[config.mk]
export PLATFORM = sky130hd
export DESIGN_NAME = vga_buffer_ctrl
export DESIGN_NICKNAME = d
export VERILOG_FILES = /design/src/rtl/vga_buffer_pkg.sv /design/src/rtl/raster_counter.sv /design/src/rtl/vga_buffer_ctrl.sv
export SDC_FILE = /design/constraint.sdc
export NUM_CORES = 1
export LEC_CHECK = 0
export ABC_AREA = 1
export CORE_MARGIN = 4
export CORE_UTILIZATION = 60
export CTS_CLUSTER_SIZE = 24
export DETAILED_ROUTE_END_ITERATION = 7
export DONT_BUFFER_PORTS = 1
export GPL_ROUTABILITY_DRIVEN = 1
export GPL_TIMING_DRIVEN = 0
export PLACE_DENSITY = 0.73
export SKIP_LAST_GASP = 1
export SLEW_MARGIN = 20
export SYNTH_ARGS = -nofsm -noshare
export SYNTH_HDL_FRONTEND = slang
export SYNTH_SLANG_ARGS = --single-unit
export TNS_END_PERCENT = 50
[constraint.sdc]
create_clock -name clk -period 3.2 [get_ports clk]
set_input_delay 0.48 -clock clk [delete_from_list [all_inputs] [get_ports clk]]
set_output_delay 0.48 -clock clk [all_outputs]
set_load 0.005 [all_outputs]
[src/rtl/vga_buffer_pkg.sv]
// Shared geometry, field widths and controller state encoding for the VGA frame
// buffer write/read address generation.
package vga_buffer_pkg;

   localparam int H_PIX = 320;
   localparam int V_PIX = 240;
   localparam int ROW_W = 8;
   localparam int COL_W = 9;
   localparam int PIX_W = 12;

   typedef enum logic [1:0] {
      IDLE   = 2'd0,
      STREAM = 2'd1,
      CLEAR  = 2'd2
   } state_t;

endpackage

[src/rtl/raster_counter.sv]
// Row/column raster position counter. Clear returns to the origin; clear together
// with advance lands on (0,1) so a frame restart can consume its own pixel.
module raster_counter
   import vga_buffer_pkg::*;
#(
   parameter int H_PIX = vga_buffer_pkg::H_PIX,
   parameter int V_PIX = vga_buffer_pkg::V_PIX
) (
   input  logic             clk,
   input  logic             rst_n,
   input  logic             clear,
   input  logic             advance,
   output logic [ROW_W-1:0] row,
   output logic [COL_W-1:0] col,
   output logic             last
);

   logic row_end_s;
   logic col_end_s;

   // End-of-row / end-of-frame detection from the current position
   always_comb begin
      row_end_s = (row == ROW_W'(V_PIX - 1));
      col_end_s = (col == COL_W'(H_PIX - 1));
      last      = row_end_s & col_end_s;
   end

   // Position register with raster-order wrap
   always_ff @(posedge clk or negedge rst_n) begin
      if (!rst_n) begin
         row <= '0;
         col <= '0;
      end else if (clear) begin
         row <= '0;
         col <= advance ? COL_W'(1) : COL_W'(0);
      end else if (advance) begin
         if (col_end_s) begin
            col <= '0;
            row <= row_end_s ? ROW_W'(0) : row + ROW_W'(1);
         end else begin
            col <= col + COL_W'(1);
         end
      end
   end

endmodule

[src/rtl/vga_buffer_ctrl.sv]
// Frame buffer controller: places an incoming pixel stream or a fill colour into
// raster addresses, and keeps an independent display read address.
module vga_buffer_ctrl
   import vga_buffer_pkg::*;
#(
   parameter int H_PIX = vga_buffer_pkg::H_PIX,
   parameter int V_PIX = vga_buffer_pkg::V_PIX
) (
   input  logic             clk,
   input  logic             rst_n,
   input  logic             in_valid,
   output logic             in_ready,
   input  logic [PIX_W-1:0] in_pixel,
   input  logic             in_sof,
   input  logic             clear_start,
   input  logic [PIX_W-1:0] clear_color,
   output logic             wr_en,
   output logic [PIX_W-1:0] wr_pixel,
   output logic [ROW_W-1:0] wr_row,
   output logic [COL_W-1:0] wr_col,
   input  logic             rd_req,
   input  logic             rd_sof,
   output logic [ROW_W-1:0] rd_row,
   output logic [COL_W-1:0] rd_col,
   output logic             frame_done,
   output logic             clear_done,
   output logic             sof_err,
   output logic             busy
);

   state_t           state_r;
   logic             ready_r;
   logic [PIX_W-1:0] clr_color_r;
   logic             accept_s;
   logic             wc_clear_s;
   logic             wc_adv_s;
   logic [ROW_W-1:0] wc_row_s;
   logic [COL_W-1:0] wc_col_s;
   logic             wc_last_s;
   logic             rd_adv_s;
   logic             rd_last_unused_s;

   // A pending fill request in IDLE takes the cycle, so the stream is held off
   always_comb begin
      in_ready = ready_r & ~((state_r == IDLE) & clear_start);
      accept_s = in_valid & in_ready;
      busy     = (state_r != IDLE);
      rd_adv_s = rd_req & ~rd_sof;
   end

   // Write-address counter steering for each state
   always_comb begin
      wc_clear_s = 1'b0;
      wc_adv_s   = 1'b0;
      case (state_r)
         IDLE: begin
            if (clear_start) begin
               wc_clear_s = 1'b1;
            end else if (accept_s & in_sof) begin
               wc_clear_s = 1'b1;
               wc_adv_s   = 1'b1;
            end else begin
               wc_clear_s = 1'b0;
            end
         end
         STREAM: begin
            if (accept_s & in_sof) begin
               wc_clear_s = 1'b1;
               wc_adv_s   = 1'b1;
            end else if (accept_s & wc_last_s) begin
               wc_clear_s = 1'b1;
            end else if (accept_s) begin
               wc_adv_s = 1'b1;
            end else begin
               wc_adv_s = 1'b0;
            end
         end
         CLEAR: begin
            if (wc_last_s) begin
               wc_clear_s = 1'b1;
            end else begin
               wc_adv_s = 1'b1;
            end
         end
         default: begin
            wc_clear_s = 1'b1;
         end
      endcase
   end

   raster_counter #(
      .H_PIX (H_PIX),
      .V_PIX (V_PIX)
   ) u_wr_cnt (
      .clk     (clk),
      .rst_n   (rst_n),
      .clear   (wc_clear_s),
      .advance (wc_adv_s),
      .row     (wc_row_s),
      .col     (wc_col_s),
      .last    (wc_last_s)
   );

   raster_counter #(
      .H_PIX (H_PIX),
      .V_PIX (V_PIX)
   ) u_rd_cnt (
      .clk     (clk),
      .rst_n   (rst_n),
      .clear   (rd_sof),
      .advance (rd_adv_s),
      .row     (rd_row),
      .col     (rd_col),
      .last    (rd_last_unused_s)
   );

   // Controller FSM with registered write port and status pulses
   always_ff @(posedge clk or negedge rst_n) begin
      if (!rst_n) begin
         state_r     <= IDLE;
         ready_r     <= 1'b0;
         clr_color_r <= '0;
         wr_en       <= 1'b0;
         wr_pixel    <= '0;
         wr_row      <= '0;
         wr_col      <= '0;
         frame_done  <= 1'b0;
         clear_done  <= 1'b0;
         sof_err     <= 1'b0;
      end else begin
         wr_en      <= 1'b0;
         frame_done <= 1'b0;
         clear_done <= 1'b0;
         sof_err    <= 1'b0;
         case (state_r)
            IDLE: begin
               ready_r <= 1'b1;
               if (clear_start) begin
                  clr_color_r <= clear_color;
                  ready_r     <= 1'b0;
                  state_r     <= CLEAR;
               end else if (accept_s & in_sof) begin
                  wr_en    <= 1'b1;
                  wr_pixel <= in_pixel;
                  wr_row   <= '0;
                  wr_col   <= '0;
                  state_r  <= STREAM;
               end else if (accept_s) begin
                  sof_err <= 1'b1;
               end
            end
            STREAM: begin
               ready_r <= 1'b1;
               if (accept_s & in_sof) begin
                  sof_err  <= 1'b1;
                  wr_en    <= 1'b1;
                  wr_pixel <= in_pixel;
                  wr_row   <= '0;
                  wr_col   <= '0;
               end else if (accept_s) begin
                  wr_en    <= 1'b1;
                  wr_pixel <= in_pixel;
                  wr_row   <= wc_row_s;
                  wr_col   <= wc_col_s;
                  if (wc_last_s) begin
                     frame_done <= 1'b1;
                     state_r    <= IDLE;
                  end
               end
            end
            CLEAR: begin
               wr_en    <= 1'b1;
               wr_pixel <= clr_color_r;
               wr_row   <= wc_row_s;
               wr_col   <= wc_col_s;
               if (wc_last_s) begin
                  clear_done <= 1'b1;
                  ready_r    <= 1'b1;
                  state_r    <= IDLE;
               end
            end
            default: begin
               ready_r <= 1'b1;
               state_r <= IDLE;
            end
         endcase
      end
   end

endmodule

### Word level (Yosys, flattened, before mapping)

Index checks and enable logic that the tools add are counted.

* add/sub/neg operators: 4
* multiply operators: 0
* div/mod/pow operators: 0
* order comparisons: 0
* equality and inequality tests: 13
* shift operators: 0
* muxes and demuxes: 61
* bitwise operators: 9
* reductions and logical operators: 12

Operators by type and width (number)
* $mux 8: 12
* $mux 9: 10
* $mux 12: 4
* $pmux 12 s3: 1
* $pmux 9 s3: 1
* $pmux 8 s3: 1
* $mux 1: 21
* $add 9x1->9 const B: 2
* $eq 9x9->1 const B: 2
* $add 8x1->8 const B: 2
* $eq 8x8->1 const B: 2
* $mux 2: 5
* $reduce_bool 2->1: 5
* $pmux 1 s3: 3
* $ne 2x2->1 const B: 4
* $and 1x1->1: 7
* $pmux 2 s3: 1
* $reduce_and 2->1: 3
* $pmux 1 s2: 2
* $reduce_and 4->1: 1
* $ne 3x2->1 const B: 1
* $ne 3x3->1 const B: 1
* $reduce_and 3->1: 1
* $reduce_bool 3->1: 1
* other kinds (5): 6

* register bits: 82
* bits in latches: 0
* bits in writable memories: 0
* memory bits (read-only): 0
* bits of input ports: 31
* output and inout port bits: 52
* word-level logic and storage cells: 113
* memories kept: 0

### Longest topological paths before layout

* depth after elaboration: 11
* depth in mapped cells: 12
* gate-level depth less buffers: 12

### Modules after synthesis

Synthesis repeated with hierarchy kept, for this count alone.

* cells, all modules: 559
* area, all modules: 4488.1 um2

By module, submodules not included
* vga_buffer_ctrl: times used 1, cells each 279, area each 2378.5 um2, sequential area each 1201.2 um2
* raster_counter: times used 2, cells each 140, area each 1054.8 um2, sequential area each 425.4 um2

### Worst setup path before layout

OpenSTA, ideal clock, no wires.

* kind: register -> register
* start: reg state_r[0]
* end: reg wr_col[2]
* setup time: 0.066 ns
* data arrival time: 1.674 ns
* data required time: 3.134 ns
* path slack: 1.460 ns
* stages on the path, launching flop included: 11
* path buffers: 1
* clock period less this slack: 1.740 ns
* cells stage by stage: dfrtp_1 inv_1 ha_1 nand2_4 nand3_1 nand2_1 nand4_4 nor2_4 buf_4 nand3_1 nand2_1

* longest elaborated chain between the ends: 8
* elaborated cells on any way between the ends: 15
* classes of those cells: eq/ne: 5; mux: 2; bitwise: 5; reduce/logical: 3

RTL lines
* start, declared: line vga_buffer_ctrl.sv:31 `state_t state_r;`
* start signal, assigned: line vga_buffer_ctrl.sv:120 `state_r <= IDLE;`
* start signal, assigned: line vga_buffer_ctrl.sv:141 `state_r <= CLEAR;`
* start signal, assigned: line vga_buffer_ctrl.sv:147 `state_r <= STREAM;`
* $logic_not 2->1: line vga_buffer_ctrl.sv:45, vga_buffer_ctrl.sv:135
* $and 1x1->1: line vga_buffer_ctrl.sv:45 `in_ready = ready_r & ~((state_r == IDLE) & clear_start);`
* $not 1->1: line vga_buffer_ctrl.sv:45
* $and 1x1->1: line vga_buffer_ctrl.sv:45
* $and 1x1->1: line vga_buffer_ctrl.sv:46 `accept_s = in_valid & in_ready;`
* $and 1x1->1: line vga_buffer_ctrl.sv:142, vga_buffer_ctrl.sv:154
* $ne 3x3->1 (no source line), or another cell as far along
* $reduce_and 4->1 (no source line) or $pmux 9 s3 (tied branches)
* end signal, assigned: line vga_buffer_ctrl.sv:164 `wr_col <= wc_col_s;`
* end signal, assigned: line vga_buffer_ctrl.sv:175 `wr_col <= wc_col_s;`
* end, declared: line vga_buffer_ctrl.sv:20 `output logic [COL_W-1:0] wr_col,`

Parallel ways exist; a longest one is shown, timed or not.
A chain may end at the register's enable or synchronous reset.

### Worst setup path in the final report

* start: reg state_r[0]
* end: reg wr_col[1]

The elaborated chain is that of the path after synthesis.

==> impl_metrics.json <==
{
  "outcome": "complete, but fails checks",
  "violations": "hold timing",
  "critPathCaptureType": "flip-flop",
  "synth_simple_gate_area_frac": 0.352,
  "dr_pass1_iterations": 4,
  "synth.avg_cell_area_um2": 8.05,
  "timing.final.max_slew_violations": 0,
  "timing.critical_path.slowest_stage_cell": "dfrtp_1",
  "critical_path.max_stage_delay_ns": 0.42,
  "antennaDiodeCount": 0,
  "via_count": 3423,
  "remaining_drc_errors": 0,
  "die_y_um": 92.1,
  "number_of_nets_in_the_layout": 579,
  "detail_route.wirelength_um": 9080,
  "path_class": "reg2reg",
  "ir_drop_v": 0.000264,
  "cp_startpoint_kind": "flip-flop",
  "post_cts_hold_buffer_count": 1,
  "placement.io_buffers": 0,
  "yosysMostFrequentCell": "nand2_1",
  "synthArstFlopShare": 1.00,
  "cp_max_fo": 10,
  "drv.max_cap_violation_count": 0,
  "ff_to_ff_path_depth": 10,
  "synth-warning-count": 0,
  "htreeDepth": 3,
  "clock_sink_count": 82,
  "yosys.area.top_type": "dfrtp_1",
  "die_area_um2": 8480,
  "globalRouteOverflowTotal": 0,
  "synth_compound_gate_area_share": 0.0649,
  "maximum_clock_path_buffer_count": 2,
  "grt_pass1_wl_um": 15400,
  "clk_pin_slew_worst_paths_ns": 0.09,
  "setup_repair_after_global_routing_missed_its_margin": "no",
  "yosys-top-cells-area": "dfrtp_1, nand2_1, nand3_1",
  "timing.critical_path.cells": "inv_1, ha_1, nand2_4, nand4_4, nand2_1, nand4_4, nor2_4, buf_4, nand3_1, nand2_1",
  "drt-vias-per-instance": 5.35,
  "fraction_of_final_layout_cells_with_drive_strength_greater_than_1": 0.101,
  "row_count": 30,
  "post_synthesis_cell_area_um2": 4240,
  "gp_congestion": 0.870,
  "detailed_place_hpwl_um": 6580,
  "timing.final.ws_setup_ns": 1.01,
  "power_density_nw_per_um2": 447,
  "antenna_found_initial": 0,
  "top_post_synthesis_cells_by_count": "nand2_1, dfrtp_1, nand3_1, nor2_1, inv_1",
  "worst_min_path_class": "in2async",
  "synth_top_family_by_area": "simple AND/OR/NAND/NOR gates",
  "antenna_violating_nets_post_route": 0,
  "required_time_of_the_critical_path_ns": 3.48,
  "post_synth_inst_count": 527,
  "synth_fp_nets": 567,
  "muxShareOfSynthArea": 0,
  "dominantRegCellSynth": "dfrtp_1",
  "worst_clock_skew_ns": 0.00878,
  "clock_tree.root_cell": "clkbuf_8",
  "final-setup-viol-count": 0,
  "total_leakage_power_nw": 2.38,
  "num_io_pins": 83,
  "edff_count_synth": 0,
  "detailedRoute.firstIterationViolations": 160,
  "postCtsSetupBuffers": 0,
  "worst_ep_arrival_time_ns": 2.47,
  "yosys.area_share.xor_xnor": 0.0165,
  "timing.rr.start": "state_r[0]",
  "synth_cell_types": 35,
  "tritoncts.num_buffers": 9,
  "routed_wire_length_per_instance_um": 14.2,
  "cts-resized-gates": 0,
  "max_freq_ghz": 0.457,
  "flip_flop_and_latch_count_after_synthesis": 82,
  "terminus_of_the_critical_flop_to_flop_path": "wr_col[1]",
  "hold_ws_ns": -0.00525,
  "floorplan.initialDensity": 0.621,
  "grt_start_max_net_pins": 83,
  "die_w_um": 92.1,
  "post-synth-top-area-fraction": 0.483,
  "rrSetupSlack_ns": 1.01,
  "timing.final.hold_violations": 1,
  "sequential_to_total_area_share_from_yosys_stat": 0.483,
  "worst_skew_pair_later_pin_latency_ns": 0.35,
  "preCtsSetupSlack_ns": 1.05,
  "coreArea_um2": 6830,
  "timing.slew.headroom": 0.572,
  "grt_usage": 0.223,
  "setup_tns_ns": 0,
  "layout_min_cycle_time_ns": 2.19,
  "via_count_of_the_first_global_routing_pass": 3281,
  "tritoncts": "done",
  "timing_worst_slew_pin_value_ns": 0.636,
  "synth_fa_ha_area_frac": 0.0265,
  "post-route-period-util": 0.683,
  "area_growth_pct": 7.87
}
## critical path, delay by kind of cell (launching register included)
kind	cells	cell delay, ns
flip-flops	1	0.42
buffers and inverters	2	0.32
AND/OR/NAND/NOR	7	1.13
adder cells (fa/ha/maj)	1	0.27
## worst max-delay path by stage
stage	startpoint	to	slack, ns	cells past startpoint
final	state_r[0]	wr_col[1]	1.01	10
after global routing	state_r[1]	wr_col[1]	0.87	10
after CTS	state_r[0]	wr_col[1]	1.02	10
after detailed placement	state_r[0]	wr_col[1]	1.05	10
after global placement	state_r[0]	wr_col[1]	1.07	10
after floorplan	state_r[0]	wr_col[2]	1.46	10
## per-layer routing
metal	track usage	share of wire	vias to the layer above
met2	0.356	0.47	102
met4	0.0755	0.012	0
li1	-	-	1724
met5	0	0	-
met1	0.296	0.43	1588
met3	0.0591	0.082	9
## state kept, by name, summed over array words and instances, names as in the netlist
register / flops
clear_done: 1
clr_color_r: 12
frame_done: 1
ready_r: 1
sof_err: 1
state_r: 2
u_rd_cnt.col: 9
u_rd_cnt.row: 8
u_wr_cnt.col: 9
u_wr_cnt.row: 8
wr_col: 9
wr_en: 1
wr_pixel: 12
wr_row: 8
## final cells by class
cell class,instances,area (um^2)
clock inverters,6,48.8
well taps,96,120
inverters,43,161
repair buffers,1,27.5
multi-input cells,388,1950
plain buffers,14,78.8
flip-flops and latches,82,2050
fillers,601,2250
clock buffers,10,138
## report_power, final
part	leakage (nW)	total (W)	switching [W]	internal [W]
combinational	1.20	0.000187	0.000117	0.0000702
sequential	1.09	0.00115	0.0000635	0.00109
clock	0.0976	0.000706	0.000393	0.000313
## placed cells by master, fill, tap and decap left out, types with 7 or more instances in the layout
master	count
a21oi_1	10
a31oi_1	13
clkbuf_1	7
clkbuf_8	10
dfrtp_1	82
ha_1	9
inv_1	35
inv_2	8
nand2_1	183
nand3_1	58
nor2_1	47
nor3_1	9
o21ai_0	11
xor2_1	8
## cell families after synthesis
kind of cell,after synthesis
compound gates,44
simple gates,327
flops,82
xor+xnor,8
buf+inv,57
fa+ha+maj,9
## metrics by stage
stage / std cells / utilization / cell area [um^2] / power (W)
global route: 640 / 0.670 / 4580 / 0.00215
global placement: 623 / 0.639 / 4360 / 0.00133
finish: 640 / 0.670 / 4580 / 0.00205
CTS: 640 / 0.670 / 4580 / 0.00207
floorplan: 527 / - / 4240 / 0.00129
detailed placement: 623 / 0.639 / 4360 / 0.00134
Power figures use the tool's default switching activity.
